[src/rtl/i2s_rx_pkg.sv]
// rtl/i2s_rx_pkg.sv - shared constants and FSM state type for the I2S receiver
package i2s_rx_pkg;

    localparam int DEF_SMPL_W = 24;
    localparam int DEF_SLOT_W = 32;

    typedef enum logic [2:0] {
        ST_SYNC   = 3'd0,
        ST_SKIP_L = 3'd1,
        ST_LEFT   = 3'd2,
        ST_WAIT_R = 3'd3,
        ST_SKIP_R = 3'd4,
        ST_RIGHT  = 3'd5,
        ST_WAIT_L = 3'd6
    } rx_state_e;

endpackage

[src/rtl/i2s_edge_sync.sv]
// rtl/i2s_edge_sync.sv - two-flop synchronizer plus history flop for one async input
module i2s_edge_sync #(
    parameter logic RST_VAL = 1'b0
) (
    input  logic clk,
    input  logic rst_n,
    input  logic sig_in,
    output logic sig_sync,
    output logic sig_hist
);

    logic meta_q, meta_d;
    logic sync_q, sync_d;
    logic hist_q, hist_d;

    always_comb begin
        meta_d = sig_in;
        sync_d = meta_q;
        hist_d = sync_q;
    end

    // Reset value matches the idle line level so no edge appears at reset release.
    always_ff @(posedge clk or negedge rst_n) begin
        if (!rst_n) begin
            meta_q <= RST_VAL;
            sync_q <= RST_VAL;
            hist_q <= RST_VAL;
        end else begin
            meta_q <= meta_d;
            sync_q <= sync_d;
            hist_q <= hist_d;
        end
    end

    assign sig_sync = sync_q;
    assign sig_hist = hist_q;

endmodule

[src/rtl/i2s_rx.sv]
// rtl/i2s_rx.sv - I2S serial receiver producing framed signed stereo sample pairs
module i2s_rx
    import i2s_rx_pkg::*;
#(
    parameter int SMPL_W = DEF_SMPL_W,
    parameter int SLOT_W = DEF_SLOT_W
) (
    input  logic              clk,
    input  logic              rst_n,
    input  logic              I2S_sclk,
    input  logic              I2S_ws,
    input  logic              I2S_data,
    output logic [SMPL_W-1:0] lft_chnnl,
    output logic [SMPL_W-1:0] rght_chnnl,
    output logic              vld,
    output logic              sync_err
);

    localparam int CNT_W = $clog2(SMPL_W + 1);
    localparam int unused_slot_pad = SLOT_W - SMPL_W - 1;

    logic sclk_s, sclk_h, ws_s, ws_h, data_s, data_h;
    logic unused_hist;

    i2s_edge_sync #(.RST_VAL(1'b1)) u_sync_sclk (
        .clk(clk), .rst_n(rst_n), .sig_in(I2S_sclk), .sig_sync(sclk_s), .sig_hist(sclk_h));
    i2s_edge_sync #(.RST_VAL(1'b1)) u_sync_ws (
        .clk(clk), .rst_n(rst_n), .sig_in(I2S_ws), .sig_sync(ws_s), .sig_hist(ws_h));
    i2s_edge_sync #(.RST_VAL(1'b0)) u_sync_data (
        .clk(clk), .rst_n(rst_n), .sig_in(I2S_data), .sig_sync(data_s), .sig_hist(data_h));

    assign unused_hist = ws_h ^ data_h;

    rx_state_e         state_q, state_d;
    logic              ws_last_q, ws_last_d;
    logic              ws_ok_q, ws_ok_d;
    logic [SMPL_W-1:0] shreg_q, shreg_d;
    logic [CNT_W-1:0]  cnt_q, cnt_d;
    logic [SMPL_W-1:0] lft_q, lft_d;
    logic [SMPL_W-1:0] rght_q, rght_d;
    logic              rdone_q, rdone_d;
    logic              vld_q, vld_d;
    logic              err_q, err_d;

    logic              sclk_rise, ws_rise, ws_fall, ws_edge, last_bit;
    logic [SMPL_W-1:0] shift_val;

    // The first sampled ws after reset only seeds the history, so a reset
    // released mid-slot never fakes a slot boundary.
    always_comb begin
        sclk_rise = sclk_s & ~sclk_h;
        ws_rise   = sclk_rise & ws_ok_q & ~ws_last_q & ws_s;
        ws_fall   = sclk_rise & ws_ok_q & ws_last_q & ~ws_s;
        ws_edge   = ws_rise | ws_fall;
        shift_val = {shreg_q[SMPL_W-2:0], data_s};
        last_bit  = (cnt_q == CNT_W'(SMPL_W - 1));
    end

    always_comb begin
        state_d   = state_q;
        ws_last_d = ws_last_q;
        ws_ok_d   = ws_ok_q;
        shreg_d   = shreg_q;
        cnt_d     = cnt_q;
        lft_d     = lft_q;
        rght_d    = rght_q;
        rdone_d   = 1'b0;
        vld_d     = rdone_q;
        err_d     = 1'b0;

        if (sclk_rise) begin
            ws_last_d = ws_s;
            ws_ok_d   = 1'b1;
        end

        case (state_q)
            ST_SYNC: begin
                if (ws_fall) state_d = ST_SKIP_L;
            end
            ST_SKIP_L, ST_SKIP_R: begin
                if (sclk_rise) begin
                    state_d = (state_q == ST_SKIP_L) ? ST_LEFT : ST_RIGHT;
                    cnt_d   = '0;
                    shreg_d = '0;
                end
            end
            ST_LEFT, ST_RIGHT: begin
                if (ws_edge) begin
                    err_d   = 1'b1;
                    state_d = ST_SYNC;
                    cnt_d   = '0;
                    shreg_d = '0;
                end else if (sclk_rise) begin
                    shreg_d = shift_val;
                    cnt_d   = cnt_q + 1'b1;
                    if (last_bit) begin
                        if (state_q == ST_LEFT) begin
                            lft_d   = shift_val;
                            state_d = ST_WAIT_R;
                        end else begin
                            rght_d  = shift_val;
                            rdone_d = 1'b1;
                            state_d = ST_WAIT_L;
                        end
                    end
                end
            end
            ST_WAIT_R: begin
                if (ws_rise) begin
                    state_d = ST_SKIP_R;
                end else if (ws_fall) begin
                    err_d   = 1'b1;
                    state_d = ST_SYNC;
                end
            end
            ST_WAIT_L: begin
                if (ws_fall) begin
                    state_d = ST_SKIP_L;
                end else if (ws_rise) begin
                    err_d   = 1'b1;
                    state_d = ST_SYNC;
                end
            end
            default: state_d = ST_SYNC;
        endcase
    end

    always_ff @(posedge clk or negedge rst_n) begin
        if (!rst_n) begin
            state_q   <= ST_SYNC;
            ws_last_q <= 1'b1;
            ws_ok_q   <= 1'b0;
            shreg_q   <= '0;
            cnt_q     <= '0;
            lft_q     <= '0;
            rght_q    <= '0;
            rdone_q   <= 1'b0;
            vld_q     <= 1'b0;
            err_q     <= 1'b0;
        end else begin
            state_q   <= state_d;
            ws_last_q <= ws_last_d;
            ws_ok_q   <= ws_ok_d;
            shreg_q   <= shreg_d;
            cnt_q     <= cnt_d;
            lft_q     <= lft_d;
            rght_q    <= rght_d;
            rdone_q   <= rdone_d;
            vld_q     <= vld_d;
            err_q     <= err_d;
        end
    end

    assign lft_chnnl  = lft_q;
    assign rght_chnnl = rght_q;
    assign vld        = vld_q;
    assign sync_err   = err_q;

endmodule

[config.mk]
export PLATFORM = sky130hd
export DESIGN_NAME = i2s_rx
export DESIGN_NICKNAME = d
export VERILOG_FILES = /design/src/rtl/i2s_rx_pkg.sv /design/src/rtl/i2s_edge_sync.sv /design/src/rtl/i2s_rx.sv
export SDC_FILE = /design/constraint.sdc
export NUM_CORES = 1
export LEC_CHECK = 0
export ABC_CLOCK_PERIOD_IN_PS = 4300
export BUFFER_PORTS_ARGS = -buffer_cell sky130_fd_sc_hd__buf_2
export CORE_AREA = 2 2 85 87
export DETAILED_ROUTE_END_ITERATION = 16
export DIE_AREA = 0 0 87 89
export PLACE_DENSITY = 0.76
export SYNTH_ARGS = -nofsm -noshare
export SYNTH_HDL_FRONTEND = slang
export SYNTH_SLANG_ARGS = --single-unit
export TNS_END_PERCENT = 20
[constraint.sdc]
create_clock -name clk -period 4.3 [get_ports clk]
set_input_delay 0.645 -clock clk [delete_from_list [all_inputs] [get_ports clk]]
set_output_delay 0.645 -clock clk [all_outputs]
set_load 0.02 [all_outputs]
==> results.toml, run 1 <==
[yosys]
yosys.area.top_type_share_pct = 58.48
synth_flop_cell = "dfrtp_1"
synth.cells.most_frequent = "dfrtp_1, mux2_2, a22o_1, clkbuf_1, nand2_1"
syn-num-nets = 252
synth_edf_count = 0
syn_avg_cell_area_um2 = 14.79
synth_cells = 246
synth_area_um2 = 3637
yosysTopAreaCell = "dfrtp_1"
synth.distinct_cells = 41
ys_seq_area_share_pct = 62.81
yosys_warnings = 0
synth_seq_cells = 91
async_reset_ff_share_pct = 100.0
synth_most_common_cell = "dfrtp_1"
synth_area_leaders = "dfrtp_1, mux2_2, a22o_1, dfstp_2, a2111oi_4"

[pwr]
seq_power_share_pct = 55.5
internal_power_w = 0.001249
irDropWorstVdd_mv = 0.1839
p_leak_nw = 2.141
p_clk_share_pct = 36.6
combinationalPowerShare_pct = 7.9
powerDensity_nw_per_um2 = 401.8
p_switching_w = 0.0004199
switching_share_pct = 25.16

[route]
wl_per_cell_um = 16.27
drcViolationCount = 0
drt-total-wl_mm = 6.231
wl_met1_mm = 2.907
met2_length_mm = 2.929
antenna_left = 0
wl_met3_um = 295
drtIter0Drc = 104
vias_per_cell = 5.739
topRoutingLayerUsed = "met4"
vias = 2198
dr.pass1.iters = 4

[die]
coreArea_um2 = 6719
die-area_um2 = 7743
rows = 30
die_h_um = 89
start_util_pct = 54.13
fp.dieW_um = 87
ios = 55

[placement]
place_congestion = 0.7440
place_inst = 367
dp_hpwl_mm = 3.954
placed_area_um2 = 3934
dp_slack_ns = 1.652
io_buffers = 54

[min_path]
holdPathEnd = "u_sync_data.sig_sync"
worstHoldPathType = "reg2reg"
worstHoldStart = "u_sync_data.meta_q"
holdPathStages = 0

[cts]
cts.sinks = 91
postCtsResizedCells = 0
path_clk_slew_ns = 0.09
cts_tree = "yes"
cts-hold-fix-buffers = 0
clock_path_buffers = 2
cts_buffers = 9
ctsHtreeMaxLevel = 3
post_cts_buffers = 0
insertion_delay_ns = 0.35
root_buffer = "clkbuf_8"

[finish]
area_delta_synth_final_pct = 14.17
fin_area_um2 = 4153
drive_above_1_share_pct = 45.54
nFillCells = 532
final_cells = 383
antenna_cells = 0
nets = 304

[grt]
grt_first_pass_wirelength_mm = 10.74
antenna_found_initial = 0
grt_max_degree = 92
grt-ovfl-total = 0
first_global_vias = 2143
grt_usage_pct = 18.11

[worst_setup_path]
rrSetupSlack_ns = 1.67
worst_setup_path_start_kind = "register"
critPathKind = "reg2reg"
cp-end-kind = "register"
r2r_end = "lft_chnnl[11]"
cp_slowest_cell = "a2111oi_4"
cp_max_fo = 15
crit_chain = "or3b_4 > a2111oi_4 > buf_4 > mux2_2"
timing.rr.start = "state_q[2]"
worstPathRequired_ns = 4.54
slowest_delay_ns = 0.77
r2r_cells = 4
cp.arrival_ns = 2.88

[sta]
worstMarginPinSlew_ns = 1.103
min_period_ns = 2.634
fmax_mhz = 379.6
tns_ns = 0
rsz0062_at_grt = "false"
drv_slew = 0
slew_headroom_pct = 26.43
fin_crit_sh_pct = 61.26
setup_viol = 0
setup_slack_ns = 1.666
fin_skew_ns = 0.008170
final_hold_viol_count = 0
hold_slack_ns = 0.3567

[outcome]
status = "finished, final reports clean"

[run]
cap_violations = 0
[through the flow]
step	power [W]	util, %
final	0.001669	61.81
after floorplan	0.001037	-
after global placement	0.001069	58.55
after CTS	0.001688	61.81
after detailed placement	0.001077	58.55
after global routing	0.001751	61.81
[critical path, delay by kind of cell (launching register included)]
| family | cells | cell delay (ns) |
|---|---|---|
| AO/OA/AOI/OAI | 1 | 0.77 |
| flip-flops | 1 | 0.54 |
| AND/OR/NAND/NOR | 1 | 0.48 |
| buffers and inverters | 1 | 0.36 |
| multiplexers | 1 | 0.36 |
[cell type report]
type / instances / area (um2) / area share, %
Clock buffer: 11 / 151.4 / 3.646
Clock inverter: 5 / 67.56 / 1.627
Inverter: 4 / 15.01 / 0.3616
Multi-Input combinational cell: 135 / 1239 / 29.83
Sequential cell: 91 / 2285 / 55.02
Tap cell: 80 / 100.1 / 2.410
Timing Repair Buffer: 57 / 295.3 / 7.111
[worst max path at each step]
stage                                  start            end  cells after the start  slack (ns)
after global placement            state_q[2]  lft_chnnl[10]                      4        1.70
after detailed placement          state_q[2]  lft_chnnl[16]                      4        1.65
after global routing              state_q[2]       cnt_q[0]                      4        1.43
after CTS                         state_q[2]  lft_chnnl[16]                      4        1.63
final                             state_q[2]  lft_chnnl[11]                      4        1.67
after floorplan           u_sync_ws.sig_sync  rght_chnnl[0]                      5        2.28
[placed cells by master (no fill, tap or decap), types with 2 or more instances in the layout]
master	count
a2111oi_4	2
a21bo_2	2
a21boi_0	2
a21oi_1	3
a22o_1	27
a22oi_1	2
and3b_1	2
buf_2	53
buf_4	4
clkbuf_8	11
clkinv_4	2
dfrtp_1	85
dfstp_2	6
inv_1	4
mux2_2	49
nand2_1	7
nand2b_1	3
nand3_1	3
nand3b_1	2
nor2b_1	4
o21ai_0	4
or2_2	3
[state kept, by name (all words and copies together), names as in the netlist, 3 cells and up]
name	count
lft_chnnl	24
rght_chnnl	24
shreg_q	23
cnt_q	5
state_q	3
[cells by family after synthesis]
| family | count (synthesis) | share of synthesized area [%] |
|---|---|---|
| buffers and inverters | 20 | 3.199 |
| and+or+nand+nor | 33 | 5.539 |
| xor gates and xnor gates | 2 | 0.6882 |
| AOI/OAI and AO/OA | 49 | 11.94 |
| DFF | 91 | 62.81 |
| adders and majority gates | 1 | 0.3439 |
| muxes | 50 | 15.48 |
[power by group through the flow]
stage	combinational (W)	sequential, W	clock [W]
after floorplan	0.000116	0.000921	0
after CTS	0.000135	0.000925	0.000628
final	0.000132	0.000926	0.000610
after global routing	0.000153	0.000932	0.000665
after detailed placement	0.000135	0.000942	0
after global placement	0.000130	0.000940	0
[per-layer routing]
layer,track usage [%],up-vias
met4,7.670,0
li1,-,999
met3,4.432,10
met1,26.34,1137
met5,0,-
met2,26.23,52
Note: power is estimated with default switching activity, not from simulation.
==> run 2, diff against run 1 <==
--- a/config.mk
+++ b/config.mk
@@ -5,12 +5,13 @@
 export SDC_FILE = /design/constraint.sdc
 export NUM_CORES = 1
 export LEC_CHECK = 0
-export ABC_CLOCK_PERIOD_IN_PS = 4300
+export ABC_AREA = 1
+export ABC_CLOCK_PERIOD_IN_PS = 2500
 export BUFFER_PORTS_ARGS = -buffer_cell sky130_fd_sc_hd__buf_2
-export CORE_AREA = 2 2 85 87
+export CORE_AREA = 2 2 87 89
 export DETAILED_ROUTE_END_ITERATION = 16
-export DIE_AREA = 0 0 87 89
-export PLACE_DENSITY = 0.76
+export DIE_AREA = 0 0 89 91
+export PLACE_DENSITY = 0.75
 export SYNTH_ARGS = -nofsm -noshare
 export SYNTH_HDL_FRONTEND = slang
 export SYNTH_SLANG_ARGS = --single-unit
==> constraint.sdc (replaced) <==
create_clock -name clk -period 2.5 [get_ports clk]
set_input_delay 0.375 -clock clk [delete_from_list [all_inputs] [get_ports clk]]
set_output_delay 0.375 -clock clk [all_outputs]
set_load 0.02 [all_outputs]
==> run 2 against run 1 <==
Compared with the run above:
- first-iteration DRC count grew 51%
- wire length rose by 8.9%
- worst hold slack got worse by 0.30 ns
- clock-buffer cell count shrank 1
- critical endpoint is now rght_chnnl[21]
- highest routed layer unchanged
- fmax rose by 35%
- flip-flop and latch count unchanged
- sequential share of layout area is 2.4 points lower
- utilization is 0.99 points lower
- largest power group unchanged
- die area increased by 4.6%
- worst setup slack lost 1.1 ns
==> results.toml, run 2 <==
[placement]
place_congestion = 0.7549
io_buffers = 54
dp_hpwl_mm = 4.531
place_inst = 518

[finish]
post-route-util_pct = 60.82
final_cell_mix = "nand2_1, dfrtp_1, buf_2"
drive_above_1_share_pct = 28.97
area_delta_synth_final_pct = 13.74
antenna_cells = 0
final_cells = 534
nets = 436
layout_commonest_cell = "nand2_1"

[pwr]
powerDensity_nw_per_um2 = 699.3
p_clk_share_pct = 32.7
combinationalPowerShare_pct = 14.7
p_switching_w = 0.0008986
seq_power_share_pct = 52.6
total_power_w = 0.003035
switching_share_pct = 29.61
internal_power_w = 0.002136
irDropWorstVdd_mv = 0.3987
p_leak_nw = 2.121

[yosys]
async_reset_ff_share_pct = 100.0
synth_compound_area_share_pct = 12.89
synth_top_family_by_area = "simple AND/OR/NAND/NOR gates"
synth_edf_count = 0
synth.cells.most_frequent = "nand2_1, dfrtp_1, inv_1, o21ai_1, o21ai_2"
synth_flop_cell = "dfrtp_1"
synthXorXnorAreaFrac_pct = 0
yosysTopAreaCell = "dfrtp_1"
synth_most_common_cell = "nand2_1"
syn_avg_cell_area_um2 = 10.15
synth_fa_ha_area_share_pct = 0.3279
synth_area_um2 = 3816
ys_seq_area_share_pct = 59.87
synth.distinct_cells = 29
synth_simple_gate_area_share_pct = 19.08
synth_mux_area_share_pct = 0
synth_seq_cells = 91
synth_cells = 376
synth_area_leaders = "dfrtp_1, nand2_1, o21ai_1, o21ai_2, dfstp_2"
syn-num-nets = 382
yosys_warnings = 0
yosys.area.top_type_share_pct = 55.74

[grt]
grt_usage_pct = 18.01
antenna_found_initial = 0
grt-ovfl-total = 0
grt_first_pass_wirelength_mm = 11.33
grt_max_degree = 59
first_global_vias = 2505

[sta]
rsz0062_at_grt = "false"
fmax_mhz = 512.5
fin_crit_sh_pct = 78.05
tns_ns = 0
slew_headroom_pct = 52.09
setup_viol = 0
hold_slack_ns = 0.06130
final_hold_viol_count = 0
worstMarginPinSlew_ns = 0.7186
min_period_ns = 1.951
drv_slew = 0
fin_skew_ns = 0.01409

[route]
drtIter0Drc = 157
vias = 2664
drcViolationCount = 0
wl_per_cell_um = 12.70
vias_per_cell = 4.989
drt-total-wl_mm = 6.784
dr.pass1.iters = 4
antenna_left = 0

[cts]
postCtsResizedCells = 0
ctsHtreeMaxLevel = 3
cts_tree = "yes"
cts_buffers = 9
clock_path_buffers = 2
insertion_delay_ns = 0.36
post_cts_buffers = 0
path_clk_slew_ns = 0.09
cts.sinks = 91
cts-hold-fix-buffers = 0
root_buffer = "clkbuf_8"

[worst_setup_path]
rrSetupSlack_ns = 0.55
worstPathRequired_ns = 2.75
critPathKind = "reg2reg"
cp_max_fo = 30
cp.arrival_ns = 2.20
cp-end-kind = "register"
worst_setup_path_start_kind = "register"

[die]
die-area_um2 = 8099
ios = 55
coreArea_um2 = 7137
start_util_pct = 53.47
rows = 31
fp.dieW_um = 89
die_h_um = 91

[min_path]
worstHoldPathType = "in2async"

[run]
cap_violations = 0

[outcome]
status = "finished, final reports clean"
run 2: metrics by stage:
stage / setup WS, ns / area [um2]
after floorplan: 1.039 / 3816
after global placement: 0.5803 / 4141
after detailed placement: 0.5516 / 4141
after CTS: 0.5220 / 4340
after global routing: 0.3693 / 4340
final: 0.5486 / 4340
run 2: worst max-delay path: stages, from the launching register on:
cell and delay (ns):
dfrtp_1 0.40, ha_1 0.18, nand2_1 0.07, inv_2 0.07, nand3_2 0.09, nor2_4 0.13, nand3_2 0.42, buf_12 0.34
nand2_1 0.07, o21ai_1 0.06
run 2: layout make-up:
class / instances / area, um2
Clock buffer: 10 / 127.6
Clock inverter: 6 / 71.32
Fill cell: 620 / 2796
Inverter: 46 / 172.7
Multi-Input combinational cell: 224 / 1232
Sequential cell: 91 / 2285
Tap cell: 99 / 123.9
Timing Repair Buffer: 58 / 327.8
run 2: cells by family after synthesis:
logic type | count (synthesis)
DFF | 91
AOI/OAI and AO/OA | 82
buffers and inverters | 61
and+or+nand+nor | 141
adders and majority gates | 1
run 2: power groups by stage:
stage	clock, W	combinational (W)	sequential, W
floorplan	0	0.000337	0.00161
global placement	0	0.000432	0.00162
detailed placement	0	0.000446	0.00162
CTS	0.00102	0.000447	0.00160
global route	0.00109	0.000505	0.00161
finish	0.000992	0.000445	0.00160
run 2: layer usage:
metal / GRT usage, % / up-vias / wire length (um)
met5: 0 / - / 0
met4: 7.711 / 0 / 155
met3: 4.091 / 12 / 283
met2: 29.54 / 61 / 3398
met1: 22.63 / 1289 / 2946
li1: - / 1302 / -
run 2: worst paths after layout:
kind,start,end,cells after the start
worst min-delay path,rst_n,rght_chnnl[3],1
worst min register to register,rdone_q,vld,0
max in group asynchronous,rst_n,rght_chnnl[20],2
worst max register to register,cnt_q[1],rght_chnnl[21],9
worst max-delay path,cnt_q[1],rght_chnnl[21],9
min in group clk,I2S_sclk,u_sync_sclk.meta_q,1
==> run 3, diff against run 2 <==
--- a/config.mk
+++ b/config.mk
@@ -6,12 +6,12 @@
 export NUM_CORES = 1
 export LEC_CHECK = 0
 export ABC_AREA = 1
-export ABC_CLOCK_PERIOD_IN_PS = 2500
+export ABC_CLOCK_PERIOD_IN_PS = 1560
 export BUFFER_PORTS_ARGS = -buffer_cell sky130_fd_sc_hd__buf_2
-export CORE_AREA = 2 2 87 89
+export CORE_AREA = 2 2 90 92
 export DETAILED_ROUTE_END_ITERATION = 16
-export DIE_AREA = 0 0 89 91
-export PLACE_DENSITY = 0.75
+export DIE_AREA = 0 0 92 94
+export PLACE_DENSITY = 0.74
 export SYNTH_ARGS = -nofsm -noshare
 export SYNTH_HDL_FRONTEND = slang
 export SYNTH_SLANG_ARGS = --single-unit
==> constraint.sdc (replaced) <==
create_clock -name clk -period 1.56 [get_ports clk]
set_input_delay 0.234 -clock clk [delete_from_list [all_inputs] [get_ports clk]]
set_output_delay 0.234 -clock clk [all_outputs]
set_load 0.02 [all_outputs]
==> run 3 against run 2 <==
Compared with the run above:
- the flow now finishes with violations (negative setup slack)
- via count up 5.6%
- wire length rose by 15%
- clock-buffer cell count unchanged
- clock skew shrank 0.0014 ns
- critical path type unchanged
- critical endpoint is now lft_chnnl[19]
- largest power group unchanged
==> results.toml, run 3 (synthesis gave the netlist of run 2 again) <==
[outcome]
status = "finished with violations"
violations = "negative setup slack"

[pwr]
p_clk_share_pct = 29.2
irDropWorstVdd_mv = 0.8089
internal_power_w = 0.003345
combinationalPowerShare_pct = 18.2
total_power_w = 0.004894
p_switching_w = 0.001548
seq_power_share_pct = 52.5
switching_share_pct = 31.64
p_leak_nw = 2.234
powerDensity_nw_per_um2 = 1047

[sta]
setup_viol = 2
setup_slack_ns = -0.01293
fmax_mhz = 635.8
min_period_ns = 1.573
fin_crit_sh_pct = 100.8
slew_headroom_pct = 71.08
final_hold_viol_count = 0
drv_slew = 0
hold_slack_ns = 0.3532
fin_skew_ns = 0.01267
rsz0062_at_grt = "true"
worstMarginPinSlew_ns = 0.4338

[die]
die_h_um = 94
die-area_um2 = 8648
coreArea_um2 = 7607
start_util_pct = 50.16
fp.dieW_um = 92
ios = 55
rows = 32

[grt]
first_global_vias = 2548
grt_first_pass_wirelength_mm = 11.81
grt_usage_pct = 17.30
grt-ovfl-total = 0
antenna_found_initial = 0
grt_max_degree = 31

[worst_setup_path]
worst_setup_path_start_kind = "register"
cp_max_fo = 16
r2r_end = "lft_chnnl[19]"
cp.arrival_ns = 1.81
critPathKind = "reg2reg"
timing.rr.start = "u_sync_sclk.sig_hist"
cp-end-kind = "register"
r2r_cells = 8
rrSetupSlack_ns = -0.01
worstPathRequired_ns = 1.79

[placement]
place_congestion = 0.8426
dp_hpwl_mm = 4.972
io_buffers = 54
dp_slack_ns = 0.003781
placed_area_um2 = 4268

[route]
wl_per_cell_um = 14.02
drcViolationCount = 0
vias = 2812
drt-total-wl_mm = 7.795
drtIter0Drc = 192
antenna_left = 0
vias_per_cell = 5.058
dr.pass1.iters = 4

[run]
cap_violations = 0

[cts]
clock_path_buffers = 2
cts_tree = "yes"
path_clk_slew_ns = 0.10
insertion_delay_ns = 0.36
ctsHtreeMaxLevel = 3
cts_buffers = 9
root_buffer = "clkbuf_8"
cts.sinks = 91

[finish]
antenna_cells = 0
final_cell_mix = "dfrtp_1, nand2_1, buf_2"
nets = 455
drive_above_1_share_pct = 36.12
area_delta_synth_final_pct = 22.49
post-route-util_pct = 61.45
layout_commonest_cell = "dfrtp_1"
fin_area_um2 = 4674

[min_path]
worstHoldPathType = "in2async"
==> run 3: stage by stage <==
| step | instances | setup TNS [ns] |
|---|---|---|
| floorplan | 376 | 0 |
| global placement | 529 | 0 |
| detailed placement | 529 | 0 |
| CTS | 549 | -0.06842 |
| global route | 556 | -4.666 |
| finish | 556 | -0.02035 |
==> run 3: area by class of cell <==
class	instances	area, um2
Tap cell	102	127.6
Timing Repair Buffer	74	538.0
Multi-Input combinational cell	227	1371
Fill cell	621	2933
Clock inverter	6	47.55
Inverter	46	175.2
Clock buffer	10	127.6
Sequential cell	91	2287
==> run 3: worst max-delay path, stage by stage, from the launching register on <==
cell	delay (ns)
dfstp_2	0.57
inv_2	0.06
nand2_4	0.10
nor2_4	0.07
nor2_8	0.17
nand3_4	0.14
buf_12	0.19
nand2_1	0.07
o21ai_1	0.07
==> run 3: what timing repair did <==
action                     4_1_cts  5_1_grt
hold endpoints to repair        29        0
gates resized for setup          0       41
buffers inserted                 0        3
hold buffers                     4        0
cloned                           0        4
setup endpoints to repair        9       77
pin swaps                        1        3
==> run 3: power groups by stage <==
stage / Combinational (W) / Clock [W] / Sequential, W
2_1_floorplan: 0.000540 / 0 / 0.00258
3_3_place_gp: 0.000730 / 0 / 0.00260
3_5_place_dp: 0.000749 / 0 / 0.00260
4_1_cts: 0.000760 / 0.00146 / 0.00256
5_1_grt: 0.00101 / 0.00157 / 0.00258
6_report: 0.000893 / 0.00143 / 0.00257
==> run 3: worst max path at each step <==
stage	startpoint	to	cells past startpoint
floorplan	u_sync_ws.sig_sync	rght_chnnl[11]	9
global route	cnt_q[0]	lft_chnnl[19]	9
finish	u_sync_sclk.sig_hist	lft_chnnl[19]	8
detailed placement	state_q[2]	shreg_q[22]	7
global placement	u_sync_sclk.sig_hist	rght_chnnl[13]	8
CTS	state_q[2]	shreg_q[18]	7
==> run 3: per-layer routing <==
| layer | routed length, um | GRT usage, % | share of wire, % |
|---|---|---|---|
| met2 | 3984 | 28.92 | 51 |
| met5 | 0 | 0 | 0 |
| met4 | 118 | 7.836 | 1.5 |
| met1 | 3397 | 22.38 | 44 |
| met3 | 295 | 2.729 | 3.8 |
